### config.mk
export PLATFORM = sky130hd
export DESIGN_NAME = upload_packer
export DESIGN_NICKNAME = d
export VERILOG_FILES = /design/src/rtl/upload_packer.sv
export SDC_FILE = /design/constraint.sdc
export NUM_CORES = 2
export LEC_CHECK = 0
export BUFFER_PORTS_ARGS = -buffer_cell sky130_fd_sc_hd__buf_2
export CORE_MARGIN = 2
export CORE_UTILIZATION = 45
export CTS_BUF_LIST = sky130_fd_sc_hd__clkbuf_8
export DETAILED_ROUTE_END_ITERATION = 8
export MAX_ROUTING_LAYER = met4
export PLACE_DENSITY_LB_ADDON = 0.12
export SYNTH_ARGS = -nofsm -noshare
export SYNTH_HDL_FRONTEND = slang
export SYNTH_SLANG_ARGS = --single-unit
### constraint.sdc
create_clock -name clk -period 6.8 [get_ports clk]
set_input_delay 1.7 -clock clk [delete_from_list [all_inputs] [get_ports clk]]
set_output_delay 1.7 -clock clk [all_outputs]
set_load 0.02 [all_outputs]
### src/rtl/upload_packer.sv
// Device-to-host frame encoder: buffers one upload packet, then emits
// HDR0 HDR1 source len_hi len_lo payload checksum with valid/ready flow control.
module upload_packer #(
  parameter int         MAX_PAYLOAD = 256,
  parameter logic [7:0] HDR0        = 8'hAA,
  parameter logic [7:0] HDR1        = 8'h55
) (
  input  logic       clk,
  input  logic       rst_n,
  input  logic       upload_req,
  input  logic [7:0] upload_data,
  input  logic [7:0] upload_source,
  input  logic       upload_valid,
  output logic       upload_ready,
  output logic [7:0] packed_data,
  output logic       packed_valid,
  input  logic       packed_ready,
  output logic       overflow,
  output logic       busy
);

  localparam int AW = (MAX_PAYLOAD > 1) ? $clog2(MAX_PAYLOAD) : 1;
  localparam int CW = $clog2(MAX_PAYLOAD) + 1;
  localparam logic [CW-1:0] MAX_CNT = CW'(MAX_PAYLOAD);

  typedef enum logic [3:0] {
    ST_IDLE, ST_COLLECT, ST_HDR0, ST_HDR1, ST_SRC,
    ST_LENH, ST_LENL, ST_PAYLOAD, ST_CSUM
  } state_t;

  state_t        r_state;
  logic [CW-1:0] r_count;
  logic [CW-1:0] r_rd_idx;
  logic [7:0]    r_src;
  logic [7:0]    r_csum;
  logic [7:0]    r_packed_data;
  logic          r_packed_valid;
  logic          r_overflow;
  logic          r_dropped;
  logic          r_req_d;
  logic [7:0]    r_mem [MAX_PAYLOAD];

  logic          w_start;
  logic          w_room;
  logic          w_wr_en;
  logic [AW-1:0] w_wr_addr;
  logic [CW-1:0] w_count_nxt;
  logic          w_accept;
  logic [15:0]   w_len;
  logic [7:0]    w_rd_data;

  assign w_start     = (r_state == ST_IDLE) && upload_req && !r_req_d;
  assign w_room      = r_count < MAX_CNT;
  assign w_wr_en     = upload_valid && (w_start || (r_state == ST_COLLECT && w_room));
  assign w_wr_addr   = w_start ? '0 : r_count[AW-1:0];
  assign w_count_nxt = (w_start ? '0 : r_count) + CW'(w_wr_en);
  assign w_accept    = r_packed_valid && packed_ready;
  assign w_len       = 16'(r_count);
  assign w_rd_data   = r_mem[r_rd_idx[AW-1:0]];

  // NOTE: the payload store has no reset; its contents are only read below r_count,
  // so resetting it would cost a reset net on every bit for nothing.
  always_ff @(posedge clk) begin
    if (w_wr_en) r_mem[w_wr_addr] <= upload_data;
  end

  // The output register always holds the byte of the current emit state; on
  // acceptance the next byte is loaded in the same cycle, so there are no bubbles.
  // NOTE: sequential state uses non-blocking assignments only, so every read in
  // this block sees the pre-edge value regardless of statement order.
  always_ff @(posedge clk or negedge rst_n) begin
    if (!rst_n) begin
      r_state        <= ST_IDLE;
      r_count        <= '0;
      r_rd_idx       <= '0;
      r_src          <= '0;
      r_csum         <= '0;
      r_packed_data  <= '0;
      r_packed_valid <= 1'b0;
      r_overflow     <= 1'b0;
      r_dropped      <= 1'b0;
      r_req_d        <= 1'b0;
    end else begin
      r_req_d    <= upload_req;
      r_overflow <= 1'b0;
      case (r_state)
        ST_IDLE: begin
          if (w_start) begin
            r_src     <= upload_source;
            r_count   <= w_count_nxt;
            r_rd_idx  <= '0;
            r_csum    <= '0;
            r_dropped <= 1'b0;
            r_state   <= ST_COLLECT;
          end
        end
        ST_COLLECT: begin
          r_count <= w_count_nxt;
          if (upload_valid && !w_room && !r_dropped) begin
            r_overflow <= 1'b1;
            r_dropped  <= 1'b1;
          end
          if (!upload_req) begin
            if (w_count_nxt == '0) begin
              r_state <= ST_IDLE;
            end else begin
              r_state        <= ST_HDR0;
              r_packed_data  <= HDR0;
              r_packed_valid <= 1'b1;
            end
          end
        end
        ST_HDR0: if (w_accept) begin
          r_state       <= ST_HDR1;
          r_packed_data <= HDR1;
        end
        ST_HDR1: if (w_accept) begin
          r_state       <= ST_SRC;
          r_packed_data <= r_src;
          r_csum        <= r_csum + r_src;
        end
        ST_SRC: if (w_accept) begin
          r_state       <= ST_LENH;
          r_packed_data <= w_len[15:8];
          r_csum        <= r_csum + w_len[15:8];
        end
        ST_LENH: if (w_accept) begin
          r_state       <= ST_LENL;
          r_packed_data <= w_len[7:0];
          r_csum        <= r_csum + w_len[7:0];
        end
        ST_LENL: if (w_accept) begin
          r_state       <= ST_PAYLOAD;
          r_packed_data <= w_rd_data;
          r_csum        <= r_csum + w_rd_data;
          r_rd_idx      <= r_rd_idx + 1'b1;
        end
        ST_PAYLOAD: if (w_accept) begin
          if (r_rd_idx == r_count) begin
            r_state       <= ST_CSUM;
            r_packed_data <= r_csum;
          end else begin
            r_packed_data <= w_rd_data;
            r_csum        <= r_csum + w_rd_data;
            r_rd_idx      <= r_rd_idx + 1'b1;
          end
        end
        ST_CSUM: if (w_accept) begin
          r_state        <= ST_IDLE;
          r_packed_valid <= 1'b0;
        end
        default: begin
          r_state        <= ST_IDLE;
          r_packed_valid <= 1'b0;
        end
      endcase
    end
  end

  assign packed_data  = r_packed_data;
  assign packed_valid = r_packed_valid;
  assign overflow     = r_overflow;
  assign busy         = (r_state != ST_IDLE);
  assign upload_ready = (r_state == ST_IDLE) || (r_state == ST_COLLECT);

endmodule

# ---- Yosys cells after proc, flatten, opt, wreduce, memory -nomap -nowiden
# Memory sizes are Yosys's and may differ from the RTL's.
# Cells that the tools add are included.
# Widths: inputs -> output; s select.
dict set report word_totals {
  inputBits 21
  mem_bits_rw 2048
  output_inout_bits 12
  regBits 50
  elab_cells 119
  memories 1
}
dict set report classes {
  mux 50
  add_sub_neg 6
  reduce_logical 28
  magnitude_cmp 1
  bitwise 1
  eq_ne 22
}
# name words word_bits read_ports rd_clocked_by_memory_dff wr line
set mem_list {}
lappend mem_list {r_mem 256 8 1 0 1 41} ;# logic [7:0] r_mem [MAX_PAYLOAD];
# op count
set ops {}
lappend ops {{$mux 8} 17}
lappend ops {{$pmux 8 s7} 1}
lappend ops {{$mux 9} 6}
lappend ops {{$pmux 8 s6} 1}
lappend ops {{$mux 4} 10}
lappend ops {{$pmux 4 s9} 1}
lappend ops {{$pmux 9 s3} 1}
lappend ops {{$add 8x8->8} 3}
lappend ops {{$ne 2x2->1 const B} 12}
lappend ops {{$pmux 9 s2} 1}
lappend ops {{$eq 4x3->1 const B} 4}
lappend ops {{$reduce_and 10->1} 1}
lappend ops {{$add 9x1->9} 1}
lappend ops {{$add 9x1->9 const B} 1}
lappend ops {{$eq 9x9->1} 1}
lappend ops {{$logic_not 9->1} 1}
lappend ops {{$lt 9x9->1 const B} 1}
lappend ops {{$mux 1} 9}
lappend ops {{$reduce_and 9->1} 1}
lappend ops {{$add 8x1->8} 1}
lappend ops {{$eq 4x2->1 const B} 2}
lappend ops {{$reduce_and 8->1} 1}
lappend ops {{$logic_and 1x1->1} 7}
lappend ops {{$reduce_bool 7->1} 1}
lappend ops {{19 further kinds} 23}

# ---- Logic depth before layout (Yosys ltp)
dict set report depth {
  ltp_word 10
  depth_mapped 24
  depth_no_buf 18
}

# ---- Least setup slack after synthesis
# No wires, ideal clock.
dict set report synth_timing {
  kind {register to register}
  start {register r_rd_idx[1]}
  end {register r_csum[7]}
  period_less_slack_ns 5.258
  setup_ns 0.126
  setup_slack_ns 1.542
  path_stages_with_launch 22
  required_ns 6.674
  t_arrival_ns 5.132
  n_path_buf 5
  cell_sequence {dfrtp_1 buf_2 buf_4 buf_2 buf_2 buf_1 mux4_2 mux4_2 mux4_2 a22oi_1 nand2_1 a22oi_1 o21ai_0 ha_1 a21oi_1 o21bai_1 a21oi_1 o21bai_1 a21oi_1 or4_1 and2_1 a221o_1}
}
dict set report synth_via {
  elab_chain_len 5
  elab_cells_between_ends 9
  cone_classes {add/sub (1); eq/ne (2); mux (4); reduce/logical (1); memory (1)}
}
# item line
set synth_rtl {}
lappend synth_rtl {{start, declared} 33} ;# logic [CW-1:0] r_rd_idx;
lappend synth_rtl {{start signal, assigned} 136} ;# r_rd_idx <= r_rd_idx + 1'b1;
lappend synth_rtl {{start signal, assigned} 145} ;# r_rd_idx <= r_rd_idx + 1'b1;
lappend synth_rtl {{$mem_v2 256x8} -}
lappend synth_rtl {{$add 8x8->8} {135, 144}}
lappend synth_rtl {{$mux 8} 139} ;# if (r_rd_idx == r_count) begin
lappend synth_rtl {{$mux 8} 138} ;# ST_PAYLOAD: if (w_accept) begin
lappend synth_rtl {{$pmux 8 s6} 86} ;# case (r_state)
lappend synth_rtl {{end signal, assigned} 130} ;# r_csum <= r_csum + w_len[7:0];
lappend synth_rtl {{end signal, assigned} 135} ;# r_csum <= r_csum + w_rd_data;
lappend synth_rtl {{end signal, assigned} 144} ;# r_csum <= r_csum + w_rd_data;
lappend synth_rtl {{end, declared} 35} ;# logic [7:0] r_csum;
# Parallel ways exist; a longest one is shown, timed or not. The select of a mux whose other input is x is not followed.
# A chain may end at the register's enable or synchronous reset.

# ---- Worst setup path in the final report
dict set report layout_timing {
  start {register r_rd_idx[0]}
  end {register r_csum[7]}
}
# Same word-level chain as after synthesis.

==> key figures <==
Yosys
  • Mapped Avg Cell Area: 22.2 um2
  • Synth Area in Adders: less than 1%
  • Post-synth cell types: 72
  • Synth warnings: 0
  • Post-synthesis simple-gate area fraction: between 2 and 3%
  • Syn_nets: 3745
  • Main combinational cell family by area after synthesis: multiplexers
  • Synth Flop Type: edfxtp_1
  • Sequential area share after synthesis: 76.0%
  • Proportion of synthesized area in mux cells: 17.9%
  • Syn Std Cell Area: around 83000 um2
  • Async S/R FF share, synth: ~2.4%
  • Compound-Gate Fraction of Synth Area: 1.30%
  • Post-synthesis xor/xnor area fraction: 0.255%
  • EDFF count, synth: around 2000
  • Synthesized flop and latch total: 2098
  • Gate Count Post-Synth: 3714

Worst setup path
  • Crit path DAT: between 6 and 7 ns
  • Reg2reg end: r_csum[7]
  • Slowest-stage cell, CP: dfrtp_4
  • CP peak stage delay: ~0.77 ns
  • RR Startpoint: r_rd_idx[0]
  • CP Data Required Time: a little under 8 ns
  • Buf/Inv on CP: 2
  • R2r worst-path depth: 18
  • Top Family by Delay on Critical Path: compound AO/OA/AOI/OAI gates
  • CP startpoint kind: flip-flop
  • Crit-path max FO: 20
  • Kind of critical path: flip-flop to flip-flop
  • Critical Path, Cell by Cell: buf_4 -> buf_4 -> mux4_2 -> mux4_2 -> mux4_2 -> a22oi_1 -> nand2_1 -> a22oi_1 -> o21ai_0 -> ha_1 -> a21oi_1 -> o21bai_1 -> a21oi_1 -> o21bai_1 -> a21oi_1 -> or4_1 -> a2111oi_2 -> a221o_1
  • R2r setup slk: 0.80 ns
  • CP Capture Type: flip-flop

Die
  • Die width: 432 um
  • Floorplan row count: around 160
  • Core Region: 183000 um2
  • Die Area: 187000 um2
  • IO Pins: 33
  • Initial core utilization: a little under half
  • Die Ht: around 430 um

Final layout
  • Area of the multi-input gates: between 15000 and 20000 um2
  • FF/Latch Area: about 63000 um2
  • Layout Cell Area excl Fill: 92600 um2
  • Commonest cells after routing, fill and taps aside: edfxtp_1, mux4_2, clkbuf_8
  • Nets: 4079
  • Commonest non-fill, non-tap cell in the layout: edfxtp_1
  • Share of layout cells above drive strength 1: a little under a third
  • Fillers: ~15000
  • P&R area growth vs syn: 12.2%

Global route
  • Pin count of the biggest net entering global routing: ~210
  • Total track usage: 23.7%
  • First-pass GRT wire length: 304 mm
  • Vias in the first global route: around 41000
  • GRT Residual Overflow: 0
  • Initial antenna violation count: 8

Routing
  • DRT iter0 DRCs: roughly 4200
  • WL per Instance: 31.8 um
  • Routed vias: slightly below 40000
  • Routed Antenna Nets: 0
  • Routed WL: 212 mm
  • DRC Markers: 0
  • Vias/cell: approximately 5.9
  • DRT Pass-1 Iters: 6

Clock network
  • Num CTS Buffers: ~360
  • Clk_lat worst skew: ~1.1 ns
  • CTS root buffer: clkbuf_8
  • CTS tree: built
  • Setup Buffers After CTS: 0
  • Clock Sink Count: approximately 2100
  • Resized Gates After CTS: 0
  • CTS Hold Bufs: 0
  • Maximum root-to-sink buffer count: 4
  • H-tree levels: 5
  • CTS clk-pin slew, worst paths: approximately 0.07 ns

STA
  • Hold WS: 0.472 ns
  • Period utilisation layout: approximately 88%
  • Final hold vios: 0
  • Slew Viols, Final: 0
  • Worst clock skew: roughly 0.063 ns
  • Slew @ Worst Pin: between 1 and 1.5 ns
  • Rel. slew slack: about 3.5%
  • Final TNS setup: 0 ns
  • Period minus WS final: around 6.0 ns
  • F_max: between 150 and 200 MHz
  • RSZ-0062 raised after global routing: no
  • Final setup fails: 0

Pwr
  • Power Density: 366 nW/um2
  • Peak VDD IR: around 220 uV
  • Total power: around 34 mW
  • Leakage power: between 20 and 30 nW

Hold path
  • Worst min path class: flip-flop to flip-flop
  • Cell depth of the worst hold path: 1
  • Worst hold start: r_dropped
  • Worst Hold Endpoint: overflow

Flow run
  • # Max-Cap Violations: 0

Placement
  • DP HPWL: between 100 and 150 mm
  • GPL Wtd Cong: 0.883
  • Post-DP Area: about 86000 um2
  • Buffers added on ports: 32

Status
  • Outcome: complete, no violations
==> Yosys cell counts (4+ instances only) <==
cell,n,area (um2)
a22o_1,9,78.8
buf_4,23,173
mux4_2,648,14600
edfxtp_1,2048,61500
inv_1,20,75.1
and2_1,5,31.3
buf_6,29,327
nand4_1,8,50.1
dfrtp_1,50,1250
buf_2,65,325
nor2_1,299,1120
nor2b_1,16,100
o31ai_1,5,37.5
or2_2,4,25.0
mux2i_1,13,130
clkbuf_1,86,323
nand2b_1,12,75.1
a221oi_1,8,70.1
nor3_1,25,125
nand3_1,31,155
xor2_1,4,35.0
a21oi_1,34,170
mux2_2,6,67.6
nand2_1,88,330
or3_1,6,37.5
and3_1,4,25.0
ha_1,9,113
a22oi_1,16,120
a221o_1,11,110
a31oi_1,5,31.3
xnor2_1,20,175
buf_1,23,86.3
o21ai_0,22,110
==> stage by stage <==
stage | setup slack [ns] | utilization (%) | instances
finish | 0.800 | 50.7 | 6687
CTS | 0.803 | 50.7 | 6684
floorplan | 1.54 | - | 3714
global placement | 0.718 | 47.2 | 6074
global route | 0.450 | 50.7 | 6687
detailed placement | 0.811 | 47.2 | 6074
==> state kept, by name, summed over array words and instances, names as in the netlist, 4 cells and up <==
signal       flops
r_count          9
r_src            8
r_mem         2048
packed_data      8
r_csum           8
r_rd_idx         9
r_state          4
==> kinds of logic (layout without fill, tap and decap cells) <==
group | after synthesis | after routing
flip-flops | 2098 | 2098
multiplexers | 667 | 667
AND/OR/NAND/NOR | 518 | 518
buffers and inverters | 247 | 832
AO/OA/AOI/OAI | 150 | 150
XOR/XNOR | 24 | 24
adder cells (fa/ha/maj) | 10 | 10
other | 0 | 3
==> final cells by class <==
cell class | instances | area share, %
clock buffer | 368 | 5.47
antenna | 3 | 0.00811
clock inverter | 242 | 1.28
sequential | 2098 | 67.8
multi-input combinational | 1369 | 20.0
tap | 2385 | 3.22
inverter | 21 | 0.0933
timing repair buffer | 201 | 2.10
==> power by group <==
group,internal [mW],switching [mW]
Sequential,14.3,0.332
Combinational,4.32,4.67
Clock,5.28,4.97
Total,23.9,9.98
==> layer usage <==
| layer | GRT usage (%) | share of wire [%] | vias to the layer above | wire length (um) |
|---|---|---|---|---|
| li1 | - | - | 16300 | - |
| met1 | 32.4 | 42 | 21500 | 89700 |
| met2 | 36.7 | 49 | 1397 | 104000 |
| met3 | 4.19 | 6.1 | 410 | 13000 |
| met4 | 6.93 | 2.8 | 0 | 6040 |
| met5 | - | 0 | - | 0 |
==> how the worst max path moves through the flow <==
stage | to | startpoint | cells past startpoint
after CTS | r_csum[7] | r_rd_idx[0] | 18
final | r_csum[7] | r_rd_idx[0] | 18
after detailed placement | r_csum[7] | r_rd_idx[0] | 18
after global routing | r_csum[7] | r_rd_idx[0] | 18
after global placement | r_csum[7] | r_rd_idx[0] | 18
after floorplan | r_csum[7] | r_rd_idx[1] | 21
==> worst register-to-register path: stages, from the launching register on <==
cell and delay [ns]:
dfrtp_4 0.77, buf_4 0.50, buf_4 0.33, mux4_2 0.52
mux4_2 0.48, mux4_2 0.54, a22oi_1 0.37, nand2_1 0.12
a22oi_1 0.15, o21ai_0 0.11, ha_1 0.33, a21oi_1 0.09
o21bai_1 0.17, a21oi_1 0.14, o21bai_1 0.15, a21oi_1 0.10
or4_1 0.56, a2111oi_2 0.37, a221o_1 0.15
Note: power is estimated with default switching activity, not from simulation.
